--- src/rtl/mod_counter.sv ---
// Up/down modulo counter with load, clear, prescaler,
// wrap/saturate modes, terminal-count pulse and sticky overflow.
module mod_counter #(
  parameter int WIDTH = 8,
  parameter int PRE_W = 4
) (
  input  logic             clk,
  input  logic             rst,
  input  logic             clr,
  input  logic             ld,
  input  logic [WIDTH-1:0] data,
  input  logic             en,
  input  logic             up,
  input  logic             sat,
  input  logic [WIDTH-1:0] limit,
  input  logic [PRE_W-1:0] pre,
  output logic [WIDTH-1:0] count,
  output logic             tc,
  output logic             ovf
);

  logic [WIDTH-1:0] count_q, count_d;
  logic [PRE_W-1:0] pcnt_q, pcnt_d;
  logic             tc_q, tc_d;
  logic             ovf_q, ovf_d;
  logic             step;

  always_comb begin
    count_d = count_q;
    pcnt_d  = pcnt_q;
    tc_d    = 1'b0;
    ovf_d   = ovf_q;
    step    = 1'b0;
    if (clr) begin
      count_d = '0;
      pcnt_d  = '0;
      ovf_d   = 1'b0;
    end else if (ld) begin
      count_d = (data > limit) ? limit : data;
      pcnt_d  = '0;
    end else if (en) begin
      if (pcnt_q == pre) begin
        pcnt_d = '0;
        step   = 1'b1;
      end else begin
        pcnt_d = pcnt_q + PRE_W'(1);
      end
    end
    // Bounds are compared before the add/subtract, so nothing overflows.
    if (step) begin
      if (up) begin
        if (count_q < limit) begin
          count_d = count_q + WIDTH'(1);
        end else begin
          tc_d = 1'b1;
          if (sat) begin
            count_d = limit;
          end else begin
            count_d = '0;
            ovf_d   = 1'b1;
          end
        end
      end else begin
        if (count_q > limit) begin
          count_d = limit;
        end else if (count_q != '0) begin
          count_d = count_q - WIDTH'(1);
        end else begin
          tc_d = 1'b1;
          if (!sat) begin
            count_d = limit;
            ovf_d   = 1'b1;
          end
        end
      end
    end
  end

  always_ff @(posedge clk) begin
    if (rst) begin
      count_q <= '0;
      pcnt_q  <= '0;
      tc_q    <= 1'b0;
      ovf_q   <= 1'b0;
    end else begin
      count_q <= count_d;
      pcnt_q  <= pcnt_d;
      tc_q    <= tc_d;
      ovf_q   <= ovf_d;
    end
  end

  assign count = count_q;
  assign tc    = tc_q;
  assign ovf   = ovf_q;

endmodule

--- config.mk ---
export PLATFORM = sky130hd
export DESIGN_NAME = mod_counter
export DESIGN_NICKNAME = d
export VERILOG_FILES = /design/src/rtl/mod_counter.sv
export SDC_FILE = /design/constraint.sdc
export NUM_CORES = 1
export LEC_CHECK = 0
export CAP_MARGIN = 20
export CORE_UTILIZATION = 25
export DETAILED_ROUTE_END_ITERATION = 8
export SYNTH_ARGS = -nofsm -noshare
export SYNTH_HDL_FRONTEND = slang
export SYNTH_SLANG_ARGS = --single-unit
--- constraint.sdc ---
create_clock -name clk -period 5.5 [get_ports clk]
set_input_delay 0.825 -clock clk [delete_from_list [all_inputs] [get_ports clk]]
set_output_delay 0.825 -clock clk [all_outputs]
set_load 0.1 [all_outputs]
**Yosys cells after proc, flatten, opt, wreduce, memory -nomap -nowiden**

Cells that the tools add are included.

- Register bits after elaboration: 14
- Bits of input ports: 27
- Output and inout port bits: 10
- Word-level logic and storage cells: 41

- Add/sub/neg operators: 3
- $lt $le $gt $ge: 3
- Equal/unequal tests: 1
- Mux-type cells: 26
- Bitwise logic cells: 1
- Reductions and logical operators: 3

Operators by type and width:

| cell | number |
|---|---|
| $mux 8 | 10 |
| $gt 8x8->1 | 2 |
| $mux 1 | 15 |
| $add 8x1->8 const B | 1 |
| $lt 8x8->1 | 1 |
| $reduce_bool 8->1 | 1 |
| $sub 8x1->8 const B | 1 |
| $add 4x1->4 const B | 1 |
| $eq 4x4->1 | 1 |
| $mux 4 | 1 |
| $reduce_or 3->1 | 1 |
| $reduce_or 2->1 | 1 |
| $not 1->1 | 1 |

**Depth between registers and ports, before layout**

Gate-level depths: netlist (run 1).

- Depth in word-level cells: 9
- Gate-level depth with buffers: 10

**Least setup slack after synthesis (run 1)**

No wires, ideal clock.

- Path kind: register to register
- From: reg count_q[7] (netlist: count[7])
- To: reg ovf_q (netlist: ovf)
- Arrival time: 3.022 ns
- Slack: 2.407 ns
- Cell stages (with the launch flop): 10
- Buffers on the path: 1
- Path through: dfxtp_1 > ha_1 > and4_1 > o211a_1 > or3_1 > clkbuf_8 > nand2_8 > a31oi_1 > or4_1 > a21oi_1

- Cells in the longest elaborated chain, start to end: 5

Ends and longest elaborated chain:

| what | line | source |
|---|---|---|
| from (decl) | 22 | `logic [WIDTH-1:0] count_q, count_d;` |
| from (signal assigned) | 86 | `count_q <= count_d;` |
| branches (longest 3 deep; another with $gt 8x8->1) | - |  |
| $mux 1 (*) | 51 | `if (up) begin` |
| $mux 1 (*) | 50 | `if (step) begin` |
| to (signal assigned) | 89 | `ovf_q <= ovf_d;` |
| to (decl) | 25 | `logic ovf_q, ovf_d;` |

Every way passes the cells marked *.
A chain may end at the register's enable or synchronous reset.

**Worst setup path in the final report (run 1)**

- From: in limit[7]
- To: reg ovf_q (netlist: ovf)

- Cells in the longest elaborated chain, start to end: 4

Ends and longest elaborated chain:

| what | line | source |
|---|---|---|
| from (decl) | 15 | `input logic [WIDTH-1:0] limit,` |
| $gt 8x8->1 / $lt 8x8->1 (equally long branches) | 64, 52 |  |
| $mux 1 (on tied branches) | 64, 52 |  |
| $mux 1 (*) | 51 |  |
| $mux 1 (*) | 50 |  |

Every way passes the cells marked *; elsewhere a longest branch is shown, timed or not.

==> impl_metrics.py, run 1 <==
metrics = {
    "run_status": {
        "status": "complete, no violations",
    },
    "floorplan": {
        "core_area_um2": 7408,
        "row_count": 31,
        "fp.dieH_um": 90.28,
        "ioPinCount": 37,
        "die-area_um2": 8150,
        "dieWidth_um": 90.28,
        "start_util": 0.2630,
    },
    "job": {
        "maxCapViolCount": 0,
    },
    "power": {
        "leakagePower_nw": 0.9690,
        "peakVddDrop_uv": 56.96,
        "totalPowerFinal_mw": 0.4071,
        "p_per_area_nw_per_um2": 170.5,
    },
    "timing": {
        "slew_viol_final": 0,
        "fin_skew_ns": 0.007622,
        "fin_crit_ns": 3.429,
        "max_freq_mhz": 291.6,
        "setup_viol": 0,
        "setup_ws_ns": 2.071,
        "period_share": 0.6235,
        "hold_violations": 0,
        "rsz0062_at_grt": "no",
        "slew_headroom": 0.3423,
        "tns_ns": 0,
        "worst_pin_slew_ns": 0.9835,
        "fin_hold_ws_ns": 0.4637,
    },
    "route": {
        "viasPerCell": 5.334,
        "drt-initial-drc-count": 301,
        "wl_per_cell_um": 15.88,
        "drc_errors": 0,
        "vias": 2011,
        "drtAntennaViolNets": 0,
        "dr.pass1.iters": 4,
        "routed_wl_mm": 5.988,
    },
    "worst_setup_path": {
        "worst_setup_path_start_kind": "input port",
        "cp_max_fo": 10,
        "reg2reg_from": "count[6]$_SDFF_PP0_",
        "cp.required_ns": 5.69,
        "path_class": "input port to flop",
        "startpoint": "limit[7]",
        "ff2ff_setup_slack_ns": 2.68,
        "cp-endpoint": "ovf$_SDFF_PP0_",
        "arrival_ns": 3.62,
        "rr_worst_depth": 8,
        "r2r-end": "ovf$_SDFF_PP0_",
        "worstSetupEndpointType": "flop",
    },
    "cells_and_area": {
        "syn2layout_area_growth_pct": 22.54,
        "drive_gt1_frac": 0.06835,
        "stdcell_count": 377,
        "final_core_util": 0.3222,
        "stdcell_area_um2": 2387,
        "antenna_cells": 0,
        "fillers": 773,
        "fin_nets": 326,
        "layout_common_cells": "clkdlybuf4s50_1, ha_1, a21oi_1",
        "mostFrequentLayoutCell": "clkdlybuf4s50_1",
    },
    "placed_design": {
        "dp.cells": 373,
        "portBuffers": 36,
        "gp_congestion": 0.9369,
        "placedInstanceArea_um2": 2332,
        "place_ws_ns": 1.853,
        "dp_hpwl_mm": 4.637,
    },
    "synthesis": {
        "yosysTopAreaCell": "dfxtp_1",
        "netlist_instances": 249,
        "synth_warnings": 0,
        "synth.ff_latch_count": 14,
        "synth_edf_count": 0,
        "yosys-top-cells-area": "dfxtp_1, ha_1, a21oi_1, mux2i_1, nand3_1",
        "synth_nets": 296,
        "yosysSeqAreaShare": 0.1439,
        "netlist.area_leader.share": 0.1439,
        "synth-main-ff-cell": "dfxtp_1",
        "synth.distinct_cells": 60,
        "syn_area_um2": 1948,
        "ys_async_sr_fraction": 0,
        "syn_avg_cell_area_um2": 7.824,
    },
    "grt": {
        "grt_max_degree": 25,
        "track_usage": 0.1538,
        "grt_antenna_before_repair": 0,
        "grt_pass1_vias": 2056,
        "overflow": 0,
        "grt_pass1_wl_mm": 10.19,
    },
    "clock_tree": {
        "cts_resized": 0,
        "cts_tree": "done",
        "path_clk_slew_ns": 0.06,
        "numCtsBuffers": 3,
        "insertion_delay_ns": 0.26,
        "cts_max_level": 1,
        "ctsHoldBuffers": 0,
        "max-clock-path-buffers": 2,
        "root_buffer": "clkbuf_8",
        "postCtsSetupBuffers": 0,
        "cts.sinks": 14,
    },
    "min_path": {
        "hold_path.class": "flop to flop",
    },
}
how the worst min path moves through the flow:
stage / depth (start not counted) / endpoint / from / slack, ns
2_1_floorplan: 2 / pcnt_q[3]$_SDFFE_PP0P_ / pcnt_q[3]$_SDFFE_PP0P_ / 0.50
3_3_place_gp: 2 / ovf$_SDFF_PP0_ / ovf$_SDFF_PP0_ / 0.45
4_1_cts: 2 / ovf$_SDFF_PP0_ / ovf$_SDFF_PP0_ / 0.47
5_1_grt: 2 / ovf$_SDFF_PP0_ / ovf$_SDFF_PP0_ / 0.50
6_report: 2 / ovf$_SDFF_PP0_ / ovf$_SDFF_PP0_ / 0.46
3_5_place_dp: 2 / ovf$_SDFF_PP0_ / ovf$_SDFF_PP0_ / 0.45
cell families (layout without fill, tap and decap cells):
logic type | after synthesis | in the layout | synth area share
buffers and inverters | 30 | 59 | 0.08991
XOR/XNOR | 16 | 16 | 0.07194
AND/OR/NAND/NOR | 86 | 86 | 0.2569
AO/OA/AOI/OAI | 73 | 73 | 0.2556
flip-flops | 14 | 14 | 0.1439
multiplexers | 10 | 10 | 0.05331
adder cells (fa/ha/maj) | 20 | 20 | 0.1285
layout make-up:
| class | instances | area, um^2 | share of cell area |
|---|---|---|---|
| clock buffer | 4 | 55.05 | 0.02306 |
| inverter | 18 | 67.56 | 0.02830 |
| sequential | 14 | 280.3 | 0.1174 |
| tap | 99 | 123.9 | 0.05189 |
| multi-input combinational | 205 | 1493 | 0.6253 |
| timing repair buffer | 37 | 367.9 | 0.1541 |
power breakdown:
part / leakage [nW] / internal [mW] / switching [mW]
Combinational: 0.826 / 0.0752 / 0.108
Sequential: 0.114 / 0.105 / 0.0107
Clock: 0.0288 / 0.0637 / 0.0442
Total: 0.969 / 0.244 / 0.163
worst max-delay path, stage by stage:
cell and delay [ns]:
clkdlybuf4s50_1 0.56, inv_1 0.12, ha_1 0.31, and4_1 0.22, o211a_1 0.15, or3_1 0.56, nand2_8 0.19, a31oi_1 0.11
or4_1 0.42, a21oi_1 0.15
per-layer routing:
layer	part of all wire	wire, um	track usage
met1	0.45	2688	0.2047
met2	0.44	2609	0.2354
met3	0.085	507	0.02525
met4	0.031	183	0.08468
met5	0	0	0
Yosys cell counts, types with 2 or more instances:
master / number
a211o_1: 2
a211oi_1: 2
a21o_1: 2
a21oi_1: 19
a221o_1: 2
a221oi_1: 5
a311o_1: 2
a31oi_1: 6
and3_1: 2
and3_2: 2
clkbuf_1: 3
clkbuf_8: 5
dfxtp_1: 14
ha_1: 20
inv_1: 18
mux2_2: 3
mux2i_1: 7
nand2_1: 7
nand3_1: 14
nand4_1: 5
nor2_1: 18
nor2b_1: 3
nor3_1: 12
nor4_1: 4
o211ai_1: 2
o21a_1: 2
o21ai_0: 10
o21ai_1: 3
o21bai_1: 4
or2_2: 2
or3_1: 3
or4_1: 4
xnor2_1: 8
xor2_1: 8
registers in the layout, summed over array words and instances (netlist names):
name	flops
count	8
ovf	1
pcnt_q	4
tc	1
(Power assumes the default switching activity.)
==> run 2, diff against run 1 <==
clock period = 3.19 ns   (was 5.5 ns; I/O delays follow)
==> impl_metrics.py, run 2 (synthesis gave the netlist of run 1 again) <==
metrics = {
    "cells_and_area": {
        "layout_common_cells": "buf_4, clkdlybuf4s50_1, ha_1",
        "fin_nets": 347,
        "fillers": 775,
        "mostFrequentLayoutCell": "buf_4",
        "antenna_cells": 0,
        "drive_gt1_frac": 0.1672,
        "syn2layout_area_growth_pct": 29.35,
        "largest_reg_flops": 8,
    },
    "clock_tree": {
        "numCtsBuffers": 3,
        "ctsHoldBuffers": 0,
        "root_buffer": "clkbuf_8",
        "postCtsSetupBuffers": 0,
        "cts_tree": "done",
        "cts_max_level": 1,
        "cts_resized": 0,
        "path_clk_slew_ns": 0.06,
        "cts.sinks": 14,
        "max-clock-path-buffers": 2,
        "insertion_delay_ns": 0.26,
    },
    "worst_setup_path": {
        "crit_family": "compound AO/OA/AOI/OAI gates",
        "arrival_ns": 2.96,
        "crit_slowest_cell": "clkdlybuf4s50_1",
        "path_class": "input port to flop",
        "cp_max_fo": 3,
        "cp_num_buf_inv": 3,
        "path_cells": "clkdlybuf4s50_1 > inv_1 > ha_1 > and4_1 > o211a_1 > buf_4 > o311a_1 > a21oi_1 > o21ai_0 > a311o_1 > o21a_1",
        "cp.required_ns": 3.34,
        "worst_setup_path_start_kind": "input port",
        "worstSetupEndpointType": "flop",
        "max_stage_delay_ns": 0.51,
    },
    "floorplan": {
        "ioPinCount": 37,
        "dieWidth_um": 90.28,
        "die-area_um2": 8150,
        "core_area_um2": 7408,
        "fp.dieH_um": 90.28,
        "row_count": 31,
        "start_util": 0.2630,
    },
    "job": {
        "maxCapViolCount": 0,
    },
    "timing": {
        "fin_hold_ws_ns": 0.4540,
        "worst_pin_slew_ns": 0.6080,
        "tns_ns": 0,
        "hold_violations": 0,
        "rsz0062_at_grt": "no",
        "period_share": 0.8810,
        "slew_viol_final": 0,
        "setup_viol": 0,
        "fin_crit_ns": 2.810,
        "max_freq_mhz": 355.8,
        "slew_headroom": 0.5934,
        "fin_skew_ns": 0.005494,
    },
    "min_path": {
        "hold_path.class": "flop to flop",
    },
    "route": {
        "dr.pass1.iters": 5,
        "routed_wl_mm": 6.291,
        "drtAntennaViolNets": 0,
        "wl_per_cell_um": 15.81,
        "drt-initial-drc-count": 157,
        "viasPerCell": 5.249,
        "drc_errors": 0,
        "vias": 2089,
    },
    "power": {
        "p_per_area_nw_per_um2": 285.7,
        "seqPwrFrac": 0.269,
        "p_sw_frac": 0.3915,
        "power.share.clock": 0.253,
        "power.switching_mw": 0.2818,
        "combPwrFrac": 0.478,
        "intPower_mw": 0.4381,
        "leakagePower_nw": 1.090,
        "peakVddDrop_uv": 100.3,
    },
    "placed_design": {
        "dp_hpwl_mm": 4.945,
        "portBuffers": 36,
        "gp_congestion": 0.9128,
    },
    "grt": {
        "overflow": 0,
        "grt_max_degree": 24,
        "grt_pass1_vias": 2039,
        "grt_antenna_before_repair": 0,
        "track_usage": 0.1569,
        "grt_pass1_wl_mm": 10.27,
    },
    "run_status": {
        "status": "complete, no violations",
    },
}
run 2: cell types whose count changed in the layout (fill, tap and decap cells not counted), sizes merged:
cell	delta
buf	+31
clkdlybuf4s50	-10
run 2: layout make-up:
class	count	area, um^2	share of cell area
clock buffer	4	55.05	0.02185
inverter	18	67.56	0.02681
multi-input combinational	205	1493	0.5924
sequential	14	280.3	0.1112
tap	99	123.9	0.04916
timing repair buffer	58	500.5	0.1986
run 2: worst min-delay path, delay by kind of cell (launching register included):
kind,cells,cell delay [ns]
AO/OA/AOI/OAI,1,0.05
flip-flops,1,0.31
buffers and inverters,1,0.05
run 2: metal layers:
layer	GRT usage	share of wire
met5	0	0
met1	0.2129	0.47
met2	0.2475	0.44
met3	0.02357	0.064
met4	0.06317	0.020
run 2: final timing paths:
path | startpoint | to | slack (ns) | depth (start not counted)
setup reg to reg | count[3]$_SDFF_PP0_ | count[1]$_SDFF_PP0_ | 0.57 | 7
setup / recovery | limit[6] | count[5]$_SDFF_PP0_ | 0.38 | 11
hold reg to reg | ovf$_SDFF_PP0_ | ovf$_SDFF_PP0_ | 0.45 | 2
hold / removal | ovf$_SDFF_PP0_ | ovf$_SDFF_PP0_ | 0.45 | 2
run 2: metrics by stage:
stage / setup slack, ns / total power, mW / util / std cells / area (um^2)
after global placement: 0.1653 / 0.5379 / 0.3327 / 394 / 2465
final: 0.3795 / 0.7199 / 0.3401 / 398 / 2520
after detailed placement: 0.1476 / 0.5390 / 0.3327 / 394 / 2465
after floorplan: 0.09719 / 0.4217 / - / 249 / 1948
after global routing: 0.2499 / 0.7614 / 0.3401 / 398 / 2520
after CTS: 0.4092 / 0.7210 / 0.3401 / 398 / 2520
run 2: power by group through the flow:
stage,Clock [mW],Sequential [mW],Combinational [mW]
2_1_floorplan,0,0.233,0.188
3_3_place_gp,0,0.198,0.340
5_1_grt,0.190,0.195,0.376
6_report,0.182,0.194,0.344
4_1_cts,0.184,0.194,0.343
3_5_place_dp,0,0.198,0.341
==> run 3, diff against run 2 <==
HOLD_SLACK_MARGIN = 0.05   (was unset)
SETUP_SLACK_MARGIN = 0.02   (was unset)
==> results of run 3 <==
Final layout, timing and power as in run 2 (identical DEF).
